<file path="src/rtl/dmem_pkg.sv">
// rtl/dmem_pkg.sv - shared types and defaults for the data-memory access scheduler
package dmem_pkg;

  typedef enum logic [1:0] {
    IDLE   = 2'd0,
    ACCESS = 2'd1,
    DONE   = 2'd2
  } state_e;

  typedef enum logic {
    GNT_LD = 1'b0,
    GNT_CP = 1'b1
  } grant_e;

  localparam int ACCESS_CYCLES_DEF = 6;

endpackage

</file>
<file path="src/rtl/rr_arb2.sv">
// rtl/rr_arb2.sv - two-input round-robin arbiter, onehot grant (bit0 loader, bit1 compute)
module rr_arb2
  import dmem_pkg::*;
(
  input  logic [1:0] i_req,
  input  grant_e     i_last_grant,
  output logic [1:0] o_grant
);

  always_comb begin
    o_grant = 2'b00;
    case (i_req)
      2'b01:   o_grant = 2'b01;
      2'b10:   o_grant = 2'b10;
      2'b11:   o_grant = (i_last_grant == GNT_CP) ? 2'b01 : 2'b10;
      default: o_grant = 2'b00;
    endcase
  end

endmodule

</file>
<file path="src/rtl/dmem_access_sched.sv">
// rtl/dmem_access_sched.sv - shares the 4-lane data memory between loader writes and compute reads,
// holding each access for a fixed sequencing time before acknowledging the requester.
module dmem_access_sched
  import dmem_pkg::*;
#(
  parameter int ACCESS_CYCLES = ACCESS_CYCLES_DEF,
  parameter int ADDR_W        = 16,
  parameter int DATA_W        = 16
) (
  input  logic              clk,
  input  logic              rst_n,
  input  logic              ld_req,
  input  logic [ADDR_W-1:0] ld_addr,
  input  logic [DATA_W-1:0] ld_data1,
  input  logic [DATA_W-1:0] ld_data2,
  input  logic [DATA_W-1:0] ld_data3,
  input  logic [DATA_W-1:0] ld_data4,
  output logic              ld_ack,
  input  logic              cp_req,
  input  logic [ADDR_W-1:0] cp_addr,
  output logic              cp_valid,
  output logic [DATA_W-1:0] cp_q1,
  output logic [DATA_W-1:0] cp_q2,
  output logic [DATA_W-1:0] cp_q3,
  output logic [DATA_W-1:0] cp_q4,
  output logic [ADDR_W-1:0] mem_address,
  output logic              mem_write_en,
  output logic [DATA_W-1:0] mem_data1,
  output logic [DATA_W-1:0] mem_data2,
  output logic [DATA_W-1:0] mem_data3,
  output logic [DATA_W-1:0] mem_data4,
  input  logic [DATA_W-1:0] mem_q1,
  input  logic [DATA_W-1:0] mem_q2,
  input  logic [DATA_W-1:0] mem_q3,
  input  logic [DATA_W-1:0] mem_q4,
  output logic              busy
);

  localparam int             CNT_W    = $clog2(ACCESS_CYCLES) + 1;
  localparam logic [CNT_W-1:0] CNT_LAST = CNT_W'(ACCESS_CYCLES - 1);

  state_e            r_state;
  state_e            w_state_nxt;
  logic [CNT_W-1:0]  r_cnt;
  grant_e            r_last_grant;
  grant_e            r_cur_grant;
  logic [1:0]        r_ack_seen;
  logic [1:0]        w_req_masked;
  logic [1:0]        w_grant;

  logic              r_ld_ack;
  logic              r_cp_valid;
  logic              r_busy;
  logic              r_mem_we;
  logic [ADDR_W-1:0] r_mem_addr;
  logic [DATA_W-1:0] r_mem_d1, r_mem_d2, r_mem_d3, r_mem_d4;
  logic [DATA_W-1:0] r_cp_q1, r_cp_q2, r_cp_q3, r_cp_q4;

  // A port acked last cycle may still hold its request; hide it for one IDLE cycle.
  assign w_req_masked = {cp_req & ~r_ack_seen[1], ld_req & ~r_ack_seen[0]};

  rr_arb2 u_arb (
    .i_req        (w_req_masked),
    .i_last_grant (r_last_grant),
    .o_grant      (w_grant)
  );

  always_comb begin
    w_state_nxt = r_state;
    case (r_state)
      IDLE:    if (|w_grant) w_state_nxt = ACCESS;
      ACCESS:  if (r_cnt == CNT_LAST) w_state_nxt = DONE;
      DONE:    w_state_nxt = IDLE;
      default: w_state_nxt = IDLE;
    endcase
  end

  always_ff @(posedge clk or negedge rst_n) begin
    if (!rst_n) begin
      r_state      <= IDLE;
      r_cnt        <= '0;
      r_last_grant <= GNT_CP;
      r_cur_grant  <= GNT_LD;
      r_ack_seen   <= 2'b00;
      r_ld_ack     <= 1'b0;
      r_cp_valid   <= 1'b0;
      r_busy       <= 1'b0;
      r_mem_we     <= 1'b0;
      r_mem_addr   <= '0;
      r_mem_d1     <= '0;
      r_mem_d2     <= '0;
      r_mem_d3     <= '0;
      r_mem_d4     <= '0;
      r_cp_q1      <= '0;
      r_cp_q2      <= '0;
      r_cp_q3      <= '0;
      r_cp_q4      <= '0;
    end else begin
      r_state    <= w_state_nxt;
      r_ld_ack   <= 1'b0;
      r_cp_valid <= 1'b0;
      case (r_state)
        IDLE: begin
          r_ack_seen <= 2'b00;
          if (w_grant[0]) begin
            r_mem_addr  <= ld_addr;
            r_mem_d1    <= ld_data1;
            r_mem_d2    <= ld_data2;
            r_mem_d3    <= ld_data3;
            r_mem_d4    <= ld_data4;
            r_mem_we    <= 1'b1;
            r_cur_grant <= GNT_LD;
            r_cnt       <= '0;
            r_busy      <= 1'b1;
          end else if (w_grant[1]) begin
            r_mem_addr  <= cp_addr;
            r_mem_we    <= 1'b0;
            r_cur_grant <= GNT_CP;
            r_cnt       <= '0;
            r_busy      <= 1'b1;
          end
        end
        ACCESS: begin
          if (r_cnt == CNT_LAST) begin
            r_mem_we <= 1'b0;
            r_busy   <= 1'b0;
            if (r_cur_grant == GNT_CP) begin
              r_cp_q1 <= mem_q1;
              r_cp_q2 <= mem_q2;
              r_cp_q3 <= mem_q3;
              r_cp_q4 <= mem_q4;
            end
          end else begin
            r_cnt <= r_cnt + 1'b1;
          end
        end
        DONE: begin
          if (r_cur_grant == GNT_LD) r_ld_ack   <= 1'b1;
          else                       r_cp_valid <= 1'b1;
          r_last_grant <= r_cur_grant;
          r_ack_seen   <= {r_cur_grant == GNT_CP, r_cur_grant == GNT_LD};
        end
        default: ;
      endcase
    end
  end

  assign ld_ack       = r_ld_ack;
  assign cp_valid     = r_cp_valid;
  assign busy         = r_busy;
  assign mem_write_en = r_mem_we;
  assign mem_address  = r_mem_addr;
  assign mem_data1    = r_mem_d1;
  assign mem_data2    = r_mem_d2;
  assign mem_data3    = r_mem_d3;
  assign mem_data4    = r_mem_d4;
  assign cp_q1        = r_cp_q1;
  assign cp_q2        = r_cp_q2;
  assign cp_q3        = r_cp_q3;
  assign cp_q4        = r_cp_q4;

endmodule

</file>
<file path="config.mk">
export PLATFORM = sky130hd
export DESIGN_NAME = dmem_access_sched
export DESIGN_NICKNAME = d
export VERILOG_FILES = /design/src/rtl/dmem_pkg.sv /design/src/rtl/rr_arb2.sv /design/src/rtl/dmem_access_sched.sv
export SDC_FILE = /design/constraint.sdc
export NUM_CORES = 1
export LEC_CHECK = 0
export BUFFER_PORTS_ARGS = -buffer_cell sky130_fd_sc_hd__buf_2
export CAP_MARGIN = 40
export CORE_MARGIN = 2
export CORE_UTILIZATION = 41
export DETAILED_ROUTE_END_ITERATION = 6
export GPL_TIMING_DRIVEN = 1
export PLACE_DENSITY_LB_ADDON = 0.08
export SKIP_LAST_GASP = 1
export SLEW_MARGIN = 30
export SYNTH_ARGS = -nofsm -noshare
export SYNTH_HDL_FRONTEND = slang
export SYNTH_HIERARCHICAL = 1
export SYNTH_SLANG_ARGS = --single-unit
</file>
<file path="constraint.sdc">
create_clock -name clk -period 2.1 [get_ports clk]
set_clock_uncertainty 0.2 [all_clocks]
set_input_delay 0.21 -clock clk [delete_from_list [all_inputs] [get_ports clk]]
set_output_delay 0.21 -clock clk [all_outputs]
set_load 0.1 [all_outputs]
</file>
==> results of run 1 <==
[final cells by class]
cell class,instances,share of cell area (%)
tap,188,2.269
inverter,5,0.1810
clock inverter,9,1.279
timing repair buffer,486,32.80
clock buffer,22,4.671
multi-input combinational,206,20.65
sequential,158,38.15
[per-layer routing]
metal	vias to the layer above	routed length (um)	global-route usage, %
met3	37	1482	7.888
li1	2340	-	-
met4	0	412	8.985
met2	215	9034	38.09
met1	2419	6499	23.15
met5	-	0	0
[worst min path at each step]
stage               startpoint              end  slack (ps)
floorplan                rst_n             busy        -290
global placement         rst_n   mem_address[9]         -80
detailed placement       rst_n   mem_address[9]         -80
CTS                      rst_n   mem_address[9]          50
global route             rst_n  mem_address[13]          70
finish                   rst_n   mem_address[8]          50
[sequential cells by signal, indices dropped and copies added, names as in the netlist, 16 cells and up]
| name | flops |
|---|---|
| cp_q1 | 16 |
| cp_q2 | 16 |
| cp_q3 | 16 |
| cp_q4 | 16 |
| mem_address | 16 |
| mem_data1 | 16 |
| mem_data2 | 16 |
| mem_data3 | 16 |
| mem_data4 | 16 |
[critical path, stage by stage, from the launching register on]
cell      delay [ps]
dfstp_2          530
inv_1             50
a21boi_1         180
nand2b_1         140
nor2_4           150
buf_12           140
buf_12           170
mux2_2           350
[metrics by stage]
| step | hold WS [ps] | instance area [um^2] |
|---|---|---|
| floorplan | -285.6 | 6276 |
| global placement | -80.29 | 8088 |
| detailed placement | -75.25 | 8088 |
| CTS | 49.74 | 10320 |
| global route | 67.49 | 10370 |
| finish | 49.20 | 10370 |
[Yosys cell counts]
| library cell | number |
|---|---|
| and3b_2 | 1 |
| inv_1 | 5 |
| a21oi_1 | 3 |
| a21boi_0 | 1 |
| xnor2_1 | 1 |
| buf_4 | 5 |
| nand3_1 | 2 |
| o221ai_1 | 1 |
| nand2b_1 | 3 |
| nor2_1 | 7 |
| or4_1 | 1 |
| o21ai_0 | 6 |
| nor2b_1 | 2 |
| buf_12 | 1 |
| buf_2 | 3 |
| nand3_4 | 1 |
| dfrtp_1 | 157 |
| mux2i_1 | 1 |
| ha_1 | 2 |
| buf_6 | 8 |
| dfstp_2 | 1 |
| a21o_1 | 1 |
| mux2_1 | 5 |
| or2_1 | 1 |
| mux2_2 | 146 |
| o2bb2ai_1 | 1 |
| a21boi_1 | 1 |
| clkbuf_1 | 2 |
| o22ai_1 | 2 |
| nand3b_1 | 1 |
| nand2_1 | 5 |
| mux2_4 | 9 |
| nor2_4 | 1 |
| and2b_1 | 1 |
[kinds of logic after synthesis]
family	after synthesis	synth area share, %
compound gates	16	1.555
xor+xnor	1	0.1396
fa+ha+maj	2	0.3987
buf+inv	24	3.011
flops	158	63.03
mux	161	29.41
simple gates	26	2.453
[repair_timing]
item,CTS,global route
resized for setup,0,2
endpoints found under the setup margin,0,34
buffers inserted,0,1
hold buffers,161,0
hold endpoints to repair,301,0
==> results.yml, run 1 <==
worst_setup_path:
  required_ps: 2200
  r2r_start: "r_last_grant"
  crit_path_end_kind: "flip-flop"
  worstPathArrival_ps: 2120
  cp-startpoint: "r_last_grant"
  crit_end: "mem_data2[8]"
  worst_setup_path_start_kind: "flip-flop"
  crit_type: "flip-flop to flip-flop"
  r2r-end: "mem_data2[8]"
  cp_max_fo: 23
  r2r_cells: 7
  reg2reg_slack_ps: 70
place:
  dpl.hpwl_mm: 11.18
  dp_cells: 880
  place.gp.congestion: 0.7754
  pre_cts_slack_ps: 75.01
  numPortBuffers: 311
layout:
  fin_nets: 1040
  layout_common_cells: "buf_2 (310), dlygate4sd3_1 (161), dfrtp_1 (157), mux2_2 (146), clkbuf_16 (18)"
  fin_cells: 1074
  drive_gt1_share_pct: 58.24
  final_common_cell: "buf_2"
  multi_input_area_um2: 2141
  area_growth_pct: 65.22
  diodes: 0
  fin_util_pct: 68.71
  seq_area_um2: 3955
  fillers: 1037
sta:
  max_freq_mhz: 493.8
  slew_headroom_pct: 64.78
  finalSetupViolations: 0
  fin_ws_ps: 74.74
  drv_slew: 0
  finalHoldViolCount: 0
  worstMarginPinSlew_ps: 531.9
  period_minus_slack_ps: 2025
  finalSetupTns_ps: 0
  rsz0062_at_grt: "true"
  timing.final.crit_share_pct: 96.44
cts:
  htree_num_levels: 4
  cts_buffers: 17
  root_buffer: "clkbuf_16"
  clkSlewWorstSetupHoldPaths_ps: 60
  clock_path_buffers: 2
  cts.sinks: 158
  cts_tree: "done"
  clk_latency_ps: 410
run_status:
  outcome: "finished, final reports clean"
yosys:
  syn_area_um2: 6275
  netlist_instances: 388
  synth_cell_type_count: 34
  ys_ff_latch: 158
  syn-num-nets: 554
  synthTopCellsByArea: "dfrtp_1 (63%), mux2_2 (26%), mux2_4 (2.2%), buf_6 (1.4%), mux2_1 (0.90%)"
  ys_seq_area_share_pct: 63.03
  synth_top_area_cell: "dfrtp_1"
  yosysWarningCount: 6
  syn_area_per_cell_um2: 16.17
  synth_top_area_share_pct: 62.61
drt:
  firstDrtPassIters: 4
  drcViolationCount: 0
  via_per_inst: 4.666
  drt_iter0_drc: 116
  ant_nets: 0
  totalWireLength_mm: 17.43
  routedWlPerCell_um: 16.23
  num_vias: 5011
floorplan:
  fp.dieH_um: 127.7
  dieArea_um2: 16310
  num_io_pins: 312
  die_width_um: 127.7
  core_area_um2: 15090
  rows: 45
  start_util_pct: 41.58
global_route:
  grt_use_total_pct: 21.48
  grt_first_pass_wirelength_mm: 27.32
  grt_max_degree: 75
  grt_pass1_vias: 5431
  gr-total-overflow: 0
  antenna_found_initial: 0
flow_run:
  maxCapViolations: 0
min_path:
  min_path_type: "primary input to asynchronous set/reset pin"
Power of run 1 is left out: the tool's default activity adds up to more than one toggle a clock period on the data nets, which glitch-free logic cannot reach.
==> inputs of run 2 (changes only) <==
--- a/config.mk
+++ b/config.mk
@@ -6,12 +6,11 @@
 export NUM_CORES = 1
 export LEC_CHECK = 0
 export BUFFER_PORTS_ARGS = -buffer_cell sky130_fd_sc_hd__buf_2
-export CAP_MARGIN = 40
 export CORE_MARGIN = 2
 export CORE_UTILIZATION = 41
 export DETAILED_ROUTE_END_ITERATION = 6
 export GPL_TIMING_DRIVEN = 1
-export PLACE_DENSITY_LB_ADDON = 0.08
+export PLACE_DENSITY = 0.83
 export SKIP_LAST_GASP = 1
 export SLEW_MARGIN = 30
 export SYNTH_ARGS = -nofsm -noshare
==> results.yml, run 2 (synthesized netlist as in run 1, its figures left out) <==
place:
  dp_cells: 882
  dpl.hpwl_mm: 10.76
  numPortBuffers: 311
  place.gp.congestion: 0.7756
worst_setup_path:
  r2r_start: "r_cnt[0]"
  reg2reg_slack_ps: 50
  r2r_cells: 5
  required_ps: 2190
  cp_max_fo: 48
  worst_setup_path_start_kind: "flip-flop"
  cp-startpoint: "r_cnt[0]"
  r2r-end: "cp_q1[15]"
  crit_path_end_kind: "flip-flop"
  crit_type: "flip-flop to flip-flop"
  worstPathArrival_ps: 2140
drt:
  totalWireLength_mm: 19.21
  num_vias: 5123
  ant_nets: 0
  via_per_inst: 4.744
  drt_iter0_drc: 159
  firstDrtPassIters: 6
  routedWlPerCell_um: 17.79
  drcViolationCount: 0
floorplan:
  num_io_pins: 312
  core_area_um2: 15090
  fp.dieH_um: 127.7
  die_width_um: 127.7
  rows: 45
  start_util_pct: 41.58
  dieArea_um2: 16310
global_route:
  grt_max_degree: 51
  grt_first_pass_wirelength_mm: 28.66
  antenna_found_initial: 0
  gr-total-overflow: 0
  grt_use_total_pct: 22.86
  grt_pass1_vias: 5654
layout:
  area_growth_pct: 65.86
  fin_nets: 1044
  fillers: 999
  layout_common_cells: "buf_2 (310), dlygate4sd3_1 (161), dfrtp_1 (157), mux2_2 (146), clkbuf_16 (19)"
  final_common_cell: "buf_2"
  fin_cells: 1080
  drive_gt1_share_pct: 58.81
flow_run:
  maxCapViolations: 0
cts:
  root_buffer: "clkbuf_16"
  htree_num_levels: 4
  cts.sinks: 158
  clkSlewWorstSetupHoldPaths_ps: 60
  cts_buffers: 17
  clock_path_buffers: 2
  clk_latency_ps: 410
  cts_tree: "done"
sta:
  slew_headroom_pct: 65.40
  worstMarginPinSlew_ps: 522.7
  drv_slew: 0
  rsz0062_at_grt: "true"
  finalSetupViolations: 0
  max_freq_mhz: 488.4
  finalHoldViolCount: 0
  period_minus_slack_ps: 2048
  timing.final.crit_share_pct: 97.51
min_path:
  min_path_type: "primary input to asynchronous set/reset pin"
run_status:
  outcome: "finished, final reports clean"
[run 2: cell types whose count changed in the layout (fill, tap and decap cells not counted), sizes merged]
cell      change
buf           +3
inv           +3
clkbuf        -2
clkinvlp      +2
bufinv        -1
diode         +1
[run 2: per-layer routing]
metal	routed length (um)	global-route usage (%)
met1	7023	24.18
met2	10260	41.81
met3	1393	7.429
met4	540	9.502
met5	0	0
[run 2: critical path: stages, from the launching register on]
cell and delay, ps:
dfrtp_1 420, ha_1 250, and3b_2 250, nand3_4 120
buf_12 260, mux2_2 400
[run 2: cell type report]
| type | count | area [um^2] | area share, % |
|---|---|---|---|
| multi-input combinational | 206 | 2155 | 20.70 |
| clock buffer | 19 | 452.9 | 4.352 |
| antenna | 1 | 2.502 | 0.02404 |
| tap | 188 | 235.2 | 2.260 |
| inverter | 5 | 18.77 | 0.1803 |
| clock inverter | 13 | 153.9 | 1.479 |
| timing repair buffer | 490 | 3435 | 33.00 |
| sequential | 158 | 3955 | 38.00 |
[run 2: timing repair]
item,4_1_cts,5_1_grt
pin swaps,0,1
setup buffers,0,1
endpoints found under the hold margin,302,0
resized for setup,1,7
cloned,0,3
hold buffers,161,0
setup endpoints to repair,65,80
[run 2: through the flow]
stage	cell area [um^2]	setup slack (ps)	setup TNS [ps]	util, %	hold slack, ps
final	10410	52.38	0	68.97	127.3
after global routing	10410	-28.80	-788.4	68.96	140.3
after floorplan	6276	37.71	0	-	-285.6
after CTS	10300	42.85	0	68.26	115.2
after global placement	8078	116.2	0	53.53	-9.373
after detailed placement	8078	-18.84	-272.5	53.53	-10.35
[run 2: how the worst max path moves through the flow]
| stage | depth (start not counted) | end | slack (ps) |
|---|---|---|---|
| 2_1_floorplan | 8 | mem_data1[10] | 40 |
| 3_3_place_gp | 6 | mem_data1[13] | 120 |
| 3_5_place_dp | 6 | mem_data3[12] | -20 |
| 4_1_cts | 6 | mem_data3[12] | 40 |
| 5_1_grt | 7 | mem_data1[1] | -30 |
| 6_report | 5 | cp_q1[15] | 50 |
Power of run 2 is left out for the same reason.
==> inputs of run 3 (changes only) <==
--- a/config.mk
+++ b/config.mk
@@ -6,14 +6,14 @@
 export NUM_CORES = 1
 export LEC_CHECK = 0
 export BUFFER_PORTS_ARGS = -buffer_cell sky130_fd_sc_hd__buf_2
-export CORE_MARGIN = 2
-export CORE_UTILIZATION = 41
+export CAP_MARGIN = 20
+export CORE_MARGIN = 1
+export CORE_UTILIZATION = 42
 export DETAILED_ROUTE_END_ITERATION = 6
 export GPL_TIMING_DRIVEN = 1
-export PLACE_DENSITY = 0.83
+export PLACE_DENSITY = 0.84
 export SKIP_LAST_GASP = 1
 export SLEW_MARGIN = 30
 export SYNTH_ARGS = -nofsm -noshare
 export SYNTH_HDL_FRONTEND = slang
-export SYNTH_HIERARCHICAL = 1
 export SYNTH_SLANG_ARGS = --single-unit
==> results.yml, run 3 <==
run_status:
  outcome: "finished, final reports clean"
global_route:
  grt_max_degree: 50
  antenna_found_initial: 1
  grt_pass1_vias: 5821
  gr-total-overflow: 0
  grt_first_pass_wirelength_mm: 31.04
  grt_use_total_pct: 25.56
yosys:
  synth.most_common_cell: "dfrtp_1"
  async_reset_ff_share_pct: 100.0
  synthTopCellsByArea: "dfrtp_1 (60%), mux2_4 (23%), mux2_2 (5.4%), nand2_1 (2.3%), buf_6 (1.9%)"
  ys_top_cells_by_count: "dfrtp_1 (157), mux2_4 (98), nand2_1 (40)"
  synth_cell_type_count: 30
  syn_area_per_cell_um2: 15.77
  ys_ff_latch: 158
  syn-num-nets: 578
  yosysWarningCount: 0
  syn_area_um2: 6496
  synth-edff-count: 0
  netlist_instances: 412
  yosys_most_used_dff: "dfrtp_1"
  synth_top_area_share_pct: 60.48
  ys_seq_area_share_pct: 60.88
  synth_top_area_cell: "dfrtp_1"
cts:
  cts.sinks: 158
  cts_tree: "done"
  holdBufCountCts: 161
  clock_path_buffers: 2
  clk_latency_ps: 410
  ctsResizeCount: 0
  cts_buffers: 17
  htree_num_levels: 4
  post-cts-setup-buffers: 0
  clkSlewWorstSetupHoldPaths_ps: 70
  root_buffer: "clkbuf_16"
sta:
  period_minus_slack_ps: 1972
  finalSetupViolations: 0
  finalSetupTns_ps: 0
  max_freq_mhz: 507.0
  rsz0062_at_grt: "false"
  drv_slew: 0
  worstMarginPinSlew_ps: 523.8
  timing.final.crit_share_pct: 93.93
  slew_headroom_pct: 65.32
  finalHoldViolCount: 0
floorplan:
  die_width_um: 126.4
  dieArea_um2: 15970
  fp.dieH_um: 126.4
  core_area_um2: 15150
  num_io_pins: 312
  rows: 45
  start_util_pct: 42.89
worst_setup_path:
  cp_max_fo: 33
  path_cells: "ha_1 > nand3b_1 > nor2_4 > nand2_4 > buf_12 > mux2_2"
  crit_path_end_kind: "flip-flop"
  critPathSlowestCell: "dfrtp_1"
  reg2reg_slack_ps: 130
  max_stage_delay_ps: 420
  crit_type: "flip-flop to flip-flop"
  required_ps: 2200
  worstPathArrival_ps: 2070
  worst_setup_path_start_kind: "flip-flop"
place:
  place.gp.congestion: 0.7988
  dpl.hpwl_mm: 11.18
  dpl_cell_area_um2: 8329
  numPortBuffers: 311
drt:
  num_vias: 5323
  drcViolationCount: 0
  via_per_inst: 4.835
  routedWlPerCell_um: 18.01
  totalWireLength_mm: 19.83
  ant_nets: 0
  firstDrtPassIters: 4
  drt_iter0_drc: 288
layout:
  area_growth_pct: 62.60
  fillers: 986
  fin_util_pct: 69.74
  final_area_um2: 10560
  fin_nets: 1065
  drive_gt1_share_pct: 54.17
  final_common_cell: "buf_2"
  layout_common_cells: "buf_2 (310), dlygate4sd3_1 (161), dfrtp_1 (157), mux2_4 (98), nand2_1 (40)"
min_path:
  min_path_type: "primary input to asynchronous set/reset pin"
flow_run:
  maxCapViolations: 0
-- run 3: cell types whose count changed in the layout (fill, tap and decap cells not counted), moves of 3 or more --
cell        before  now
a31oi_1          0   16
mux2_2         146   31
clkinvlp_4       4    1
nor2_1           6   19
clkinv_2         0    5
mux2_1           5    0
inv_1            5    2
mux2_4           9   98
a21oi_1          3    0
nand2_1          5   40
-- run 3: final timing paths --
path | startpoint | end | depth (start not counted)
worst min-delay path | rst_n | cp_q2[5] | 2
worst min register to register | r_ack_seen[1] | r_ack_seen[1] | 2
min in group clk | cp_req | busy | 4
max in group asynchronous | rst_n | cp_q4[6] | 3
worst max-delay path | r_cnt[0] | cp_q4[15] | 6
worst max register to register | r_cnt[0] | cp_q4[15] | 6
-- run 3: cell families after synthesis --
logic type                 Yosys count  synth area share [%]
buffers and inverters               21                 2.658
adders and majority gates            2                0.3851
AOI/OAI and AO/OA                   28                 2.812
muxes                              129                 28.02
DFF                                158                 60.88
and+or+nand+nor                     74                 5.239
-- run 3: layer usage --
layer  vias up  global-route usage (%)  part of all wire, %
li1       2402                       -                    -
met1      2626                   28.68                   38
met2       247                   45.11                   53
met4         0                   12.76                  3.3
met3        48                   6.622                  4.8
met5         -                       0                    0
-- run 3: per-stage QoR --
stage | hold slack [ps] | setup slack [ps] | cells
2_1_floorplan | -285.6 | 307.1 | 412
3_3_place_gp | -21.76 | 196.1 | 907
3_5_place_dp | -15.05 | 122.2 | 907
4_1_cts | 109.6 | 123.3 | 1100
5_1_grt | 150.8 | 28.11 | 1101
6_report | 134.1 | 127.5 | 1101
-- run 3: worst max-delay path, delay by kind of cell (launching register included) --
kind,cells,cell delay (ps)
fa+ha+maj,1,210
buf+inv,1,250
simple gates,3,360
flops,1,420
mux,1,380
-- run 3: area by class of cell --
| cell class | count | area [um^2] | share of cell area [%] |
|---|---|---|---|
| Timing Repair Buffer | 487 | 3374 | 31.95 |
| Tap cell | 188 | 235.2 | 2.227 |
| Sequential cell | 158 | 3955 | 37.44 |
| Clock inverter | 14 | 190.2 | 1.801 |
| Multi-Input combinational cell | 233 | 2369 | 22.42 |
| Inverter | 2 | 7.507 | 0.07107 |
| Antenna cell | 1 | 2.502 | 0.02369 |
| Clock buffer | 18 | 429.2 | 4.063 |
Power of run 3 is left out for the same reason.
